--- src/rtl/seq_detector_param.sv ---
// Parametrised serial sequence detector: run-time loadable pattern, per-cycle overlap select,
// saturating match counter. Define SEQ_DET_MASK_EN to add a don't-care mask loaded with the pattern.
module seq_detector_param #(
    parameter int unsigned    LEN           = 4,
    parameter int unsigned    CNT_W         = 8,
    parameter logic [LEN-1:0] RESET_PATTERN = 4'b1011
) (
    input  logic             clk,
    input  logic             resetn,
    input  logic             en,
    input  logic             w,
    input  logic             overlap,
    input  logic             pat_load,
    input  logic [LEN-1:0]   pat_in,
    input  logic             cnt_clr,
`ifdef SEQ_DET_MASK_EN
    input  logic [LEN-1:0]   mask_in,
`endif
    output logic             z,
    output logic [CNT_W-1:0] match_count,
    output logic [LEN-1:0]   pattern
);

    localparam int unsigned      FW       = $clog2(LEN + 1);
    localparam logic [FW-1:0]    FillFull = FW'(LEN);
    localparam logic [CNT_W-1:0] CntMax   = '1;

    logic [LEN-1:0]   hist_q, hist_d;
    logic [LEN-1:0]   pattern_q, pattern_d;
    logic [FW-1:0]    fill_q, fill_d;
    logic             z_q, z_d;
    logic [CNT_W-1:0] cnt_q, cnt_d;

    logic [LEN-1:0]   hist_shift;
    logic [FW-1:0]    fill_inc;
    logic [LEN-1:0]   cmp_mask;
    logic             match;

`ifdef SEQ_DET_MASK_EN
    logic [LEN-1:0]   mask_q, mask_d;

    assign cmp_mask = mask_q;
    assign mask_d   = pat_load ? mask_in : mask_q;
`else
    assign cmp_mask = '1;
`endif

    always_comb begin
        hist_shift = {hist_q[LEN-2:0], w};
        fill_inc   = (fill_q == FillFull) ? fill_q : fill_q + FW'(1);
        // A load edge discards the sample, so it can never complete a match.
        match      = en && !pat_load && (fill_inc == FillFull) &&
                     (((hist_shift ^ pattern_q) & cmp_mask) == '0);

        hist_d    = hist_q;
        fill_d    = fill_q;
        pattern_d = pattern_q;
        if (pat_load) begin
            pattern_d = pat_in;
            hist_d    = '0;
            fill_d    = '0;
        end else if (en) begin
            hist_d = hist_shift;
            fill_d = (match && !overlap) ? '0 : fill_inc;
        end

        z_d = match;

        // Clear first, then the match on the same edge still counts.
        cnt_d = cnt_clr ? '0 : cnt_q;
        if (match && (cnt_d != CntMax)) begin
            cnt_d = cnt_d + CNT_W'(1);
        end
    end

    always_ff @(posedge clk or negedge resetn) begin
        if (!resetn) begin
            hist_q    <= '0;
            fill_q    <= '0;
            pattern_q <= RESET_PATTERN;
            z_q       <= 1'b0;
            cnt_q     <= '0;
`ifdef SEQ_DET_MASK_EN
            mask_q    <= '1;
`endif
        end else begin
            hist_q    <= hist_d;
            fill_q    <= fill_d;
            pattern_q <= pattern_d;
            z_q       <= z_d;
            cnt_q     <= cnt_d;
`ifdef SEQ_DET_MASK_EN
            mask_q    <= mask_d;
`endif
        end
    end

    assign z           = z_q;
    assign match_count = cnt_q;
    assign pattern     = pattern_q;

endmodule

--- config.mk ---
export PLATFORM = sky130hd
export DESIGN_NAME = seq_detector_param
export DESIGN_NICKNAME = d
export VERILOG_FILES = /design/src/rtl/seq_detector_param.sv
export SDC_FILE = /design/constraint.sdc
export NUM_CORES = 1
export LEC_CHECK = 0
export ABC_AREA = 1
export CORE_AREA = 5 5 54 56
export CTS_CLUSTER_DIAMETER = 120
export DETAILED_ROUTE_END_ITERATION = 10
export DIE_AREA = 0 0 59 61
export GPL_TIMING_DRIVEN = 0
export PLACE_DENSITY = 0.79
export SLEW_MARGIN = 20
export SYNTH_ARGS = -nofsm -noshare
export SYNTH_HDL_FRONTEND = slang
export SYNTH_SLANG_ARGS = --single-unit
export TNS_END_PERCENT = 30
--- constraint.sdc ---
create_clock -name clk -period 4 [get_ports clk]
set_clock_uncertainty 0.05 [all_clocks]
set_input_delay 0.4 -clock clk [delete_from_list [all_inputs] [get_ports clk]]
set_output_delay 0.4 -clock clk [all_outputs]
set_load 0.005 [all_outputs]
=== Word-level counts from Yosys, hierarchy flattened ===
Index checks and enable logic that the tools add are counted.

* Register bits: 19
* Latch bits: 0
* Memory bits (writable): 0
* ROM bits: 0
* Output and inout bits: 13
* Word-level logic and storage cells: 28
* Memories kept: 0

* $add $sub $neg: 2
* Multiply operators: 0
* Div/mod/pow operators: 0
* Order comparisons: 0
* Equality and inequality tests: 3
* Shift-type cells: 0
* Muxes and demuxes: 8
* Bitwise gates (word level): 1
* Reduce and logical (&&, ||, !) cells: 9

{| class="wikitable"
|+ Operators with widths
! cell !! count
|-
| $mux W3 || 6
|-
| $mux W8 || 2
|-
| $add A8 B1 Y8 const B || 1
|-
| $ne A8 B8 Y1 const B || 1
|-
| $eq A3 B3 Y1 const B || 2
|-
| $logic_and A1 B1 Y1 || 5
|-
| $logic_not A4 Y1 || 1
|-
| $xor A4 B4 Y4 || 1
|-
| $add A3 B1 Y3 const B || 1
|-
| $logic_not A1 Y1 || 2
|-
| $reduce_bool A2 Y1 || 1
|}

=== Depth between registers and ports, before layout ===
* Depth after elaboration: 9
* Depth in mapped cells: 11
* Gate-level depth less buffers: 11

=== Worst setup path after synthesis ===
Ideal clock, no wire load.

* Path kind: reg2reg
* Start point: register fill_q[0]
* End point: register cnt_q[7], in the netlist match_count[7]
* Library setup time: 118 ps
* Data arrival time: 1381 ps
* Required time: 3832 ps
* Slack: 2450 ps
* Cell stages (with the launch flop): 10
* Buffers on the path: 0
* Period minus slack after synthesis: 1550 ps
* Cell sequence: dfrtp_1 -> inv_1 -> ha_1 -> nand2_2 -> o21ai_2 -> nand2_2 -> nor2_8 -> nand3_4 -> nand2_1 -> nand2_1

* Longest elaborated chain between the ends: 7
* Elaborated cells on any way between the ends: 8
* Classes of those cells: add/sub: 1; eq/ne: 2; mux: 2; reduce/logical: 3

{| class="wikitable"
|+ Ends and longest elaborated chain
! item !! line !! text
|-
| from (decl) || 30 || <nowiki>logic [FW-1:0] fill_q, fill_d;</nowiki>
|-
| from (signal assigned) || 88 || <nowiki>fill_q <= fill_d;</nowiki>
|-
| $add A3 B1 Y3 or $eq A3 B3 Y1 (tied branches) || 50 || <nowiki>fill_inc = (fill_q == FillFull) ? fill_q : fill_q + FW'(1);</nowiki>
|-
| $mux W3 (*) || 50 ||
|-
| $eq A3 B3 Y1 (*) || 52 || <nowiki>match = en && !pat_load && (fill_inc == FillFull) &&</nowiki>
|-
| $logic_and A1 B1 Y1 (*) (2 in series) || 52 ||
|-
| $logic_and A1 B1 Y1 (*) || 71 || <nowiki>if (match && (cnt_d != CntMax)) begin</nowiki>
|-
| $mux W8 (*) || 71 ||
|-
| named net cnt_d[7] || 32 || <nowiki>logic [CNT_W-1:0] cnt_q, cnt_d;</nowiki>
|-
| to (signal assigned) || 91 || <nowiki>cnt_q <= cnt_d;</nowiki>
|-
| to (decl) || 32 ||
|}

Mark *: on every way through the listed nets, which the timed path passes. The rest lies on a longest branch.
A chain may end at the register's enable or synchronous reset.

=== Final worst setup path ===
* Start point: input port cnt_clr
* End point: register cnt_q[4], in the netlist match_count[4]

* Longest elaborated chain between the ends: 4
* Elaborated cells on any way between the ends: 5
* Classes of those cells: add/sub: 1; eq/ne: 1; mux: 2; reduce/logical: 1

{| class="wikitable"
|+ Ends and longest elaborated chain
! item !! line !! text
|-
| from (decl) || 15 || <nowiki>input logic cnt_clr,</nowiki>
|-
| $mux W8 (*) || 70 || <nowiki>cnt_d = cnt_clr ? '0 : cnt_q;</nowiki>
|-
| branches (longest 2 deep; another with $add A8 B1 Y8) || -- ||
|-
| $mux W8 (*) || 71 ||
|-
| named net cnt_d[4] || 32 ||
|}

Mark *: on every way through the listed nets, which the timed path passes.

==> flow_summary.toml <==
[final_layout]
final_area_um2 = 1550
synthToLayoutAreaGrowth_pct = 22.6
drive_above_1_share_pct = 14.5
final_util_pct = 64.8
nets = 208
multi_input_area_um2 = 659
antenna_cells = 0
regArea_um2 = 479
nFillCells = 230

[yosys]
synth_edf_count = 0
synth.area.top_cells = "dfrtp_1, nand2_1, inv_1, dfstp_2, nand4_1"
synth_top_area_share_pct = 31.7
synth_ff_type = "dfrtp_1"
synthXorXnorAreaFrac_pct = 1.39
syn_area_per_cell_um2 = 7.55
synth-adder-area-share_pct = 2.98
yosys.area_share.simple_pct = 41.3
synth_seq_cells = 19
synth.distinct_cells = 23
synthCells = 167
ys_top_cells_by_count = "nand2_1, inv_1, dfrtp_1"
synth_top_cell_by_area = "dfrtp_1"
synth_seq_area_share_pct = 38.0
synth_compound_area_share_pct = 6.65
async_reset_ff_share_pct = 100
yosys_warnings = 0
syn_nets = 181
post-synth-top-count-cell = "nand2_1"
netlist_area_um2 = 1260
synth_top_family_by_area = "simple AND/OR/NAND/NOR gates"
synth.area.mux_share_pct = 0

[cts]
cts_hold_repair.buffers = 0
clk_pin_slew_ns = 0.12
cts-root-buf = "clkbuf_4"
cts_buffers = 3
post_cts_buffers = 0
cts_max_level = 1
cts_tree = "yes"
clockBufferDepth = 2
cts_sinks = 19
insertion_delay_ns = 0.31
cts_resized = 0

[sta]
setup_viol = 0
slew_violations = 0
worst_slack_ns = 1.97
maxSlewHeadroom_pct = 43.2
finalCritPeriodShare_pct = 50.7
tightest_slew_ns = 0.849
rsz0062_at_grt = "false"
fmax_mhz = 493
final-hold-violation-count = 0
tns_ns = 0
period_minus_slack_ns = 2.03

[global_route]
grt_overflow = 0
grt_pass1_vias = 1165
grt_pass1_wl_um = 4730
grt_max_degree = 20
grtUsageTotal_pct = 17.4
grt_antenna_before_repair = 0

[setup_path]
critPathRequiredTime_ns = 4.21
cp_max_fo = 9
r2r_cells = 9
cp-end-kind = "flip-flop"
arrival_ns = 2.24
crit_type = "in2reg"
crit_path_start_kind = "input pin"

[route]
vias = 1172
drc = 0
drt.antenna.violating_nets = 0
wirelength_um = 2740
viasPerCell = 5.26
first_iter_violations = 40
drtPass1Iterations = 4
wire_per_inst_um = 12.3

[worst_hold_path]
hold_path_depth = 2
hold_class = "in2reg"

[floorplan]
initial_core_util_pct = 52.8
die_w_um = 59
die_area_um2 = 3600
ios = 24
num_rows = 18
die_h_um = 61
core_area_um2 = 2390

[placement]
placedInstanceArea_um2 = 1520
port_buffers = 22
place.gp.congestion = 0.821
hpwl_um = 2130
preCtsSetupSlack_ns = 1.68

[run_status]
status = "finished, final reports clean"

[pwr]
ir_worst_vdd_mv = 0.226
cellLeakagePower_nw = 0.821
p_total_uw = 388
power.density_nw_per_um2 = 251

[run]
maxCapViolCount = 0
==> sequential cells by signal, indices dropped and copies added (netlist names) <==
| name | cells |
|---|---|
| fill_q | 3 |
| pattern | 4 |
| z | 1 |
| match_count | 8 |
| hist_q | 3 |
==> cell families (layout without fill, tap and decap cells) <==
group / count (synthesis) / in the layout
AOI/OAI and AO/OA: 14 / 14
xor gates and xnor gates: 2 / 2
buffers and inverters: 30 / 56
DFF: 19 / 19
and+or+nand+nor: 99 / 99
adders and majority gates: 3 / 3
==> metrics by stage <==
step / cells / hold slack, ns
3_3_place_gp: 219 / 0.446
5_1_grt: 223 / 0.210
4_1_cts: 223 / 0.221
3_5_place_dp: 219 / 0.452
6_report: 223 / 0.224
2_1_floorplan: 167 / 0.0544
==> report_power, final <==
| part | total, mW | switching, mW | internal (mW) |
|---|---|---|---|
| Combinational | 0.0756 | 0.0433 | 0.0323 |
| Sequential | 0.207 | 0.00592 | 0.201 |
| Clock | 0.105 | 0.0680 | 0.0375 |
==> final timing paths <==
path	start	to	slack, ns
setup / recovery	cnt_clr	match_count[4]$_DFF_PN0_	1.97
hold / removal	pat_load	pattern[1]$_DFFE_PN1P_	0.22
setup reg to reg	fill_q[0]$_DFFE_PN0P_	match_count[4]$_DFF_PN0_	2.20
hold reg to reg	pattern[1]$_DFFE_PN1P_	pattern[1]$_DFFE_PN1P_	0.47
max in group asynchronous	resetn	fill_q[1]$_DFFE_PN0P_	2.87
min in group asynchronous	resetn	match_count[2]$_DFF_PN0_	0.51
==> critical path, stage by stage <==
cell             delay (ns)
clkdlybuf4s50_1        0.51
inv_2                  0.17
nand2_1                0.08
inv_1                  0.08
ha_1                   0.17
nand2_1                0.11
nor2_4                 0.18
nand4_4                0.19
nand3_4                0.20
nand2_1                0.08
nand2_1                0.07
==> routing by layer <==
layer / global-route usage [%] / vias to the layer above / wire length, um
li1: - / 584 / -
met1: 18.4 / 535 / 1080
met2: 32.0 / 47 / 1410
met3: 4.47 / 6 / 205
met4: 8.74 / 0 / 43
met5: 0 / - / 0
==> cells in the final DEF (no fill, tap or decap) <==
cell,n
nor2_8,2
nand3_4,1
buf_6,1
clkdlybuf4s50_1,22
o21ai_2,2
dfstp_2,3
nand3_1,8
o21ai_0,7
clkinv_2,3
xnor2_1,2
nand3b_1,2
dfrtp_1,16
nand4_4,1
nor2_4,2
nand4_1,8
nor2_2,1
clkbuf_4,3
ha_1,3
inv_1,26
nand2_2,6
inv_2,1
nand2_1,53
o22ai_1,5
nand2_4,2
nor2_1,13
==> cell type report <==
class | instances | area share [%]
Buffer | 1 | 0.728
Sequential cell | 19 | 31.0
Multi-Input combinational cell | 118 | 42.6
Clock buffer | 3 | 1.46
Timing Repair Buffer | 22 | 14.2
Inverter | 29 | 7.20
Tap cell | 30 | 2.43
Clock inverter | 1 | 0.324
(Power assumes the default switching activity.)
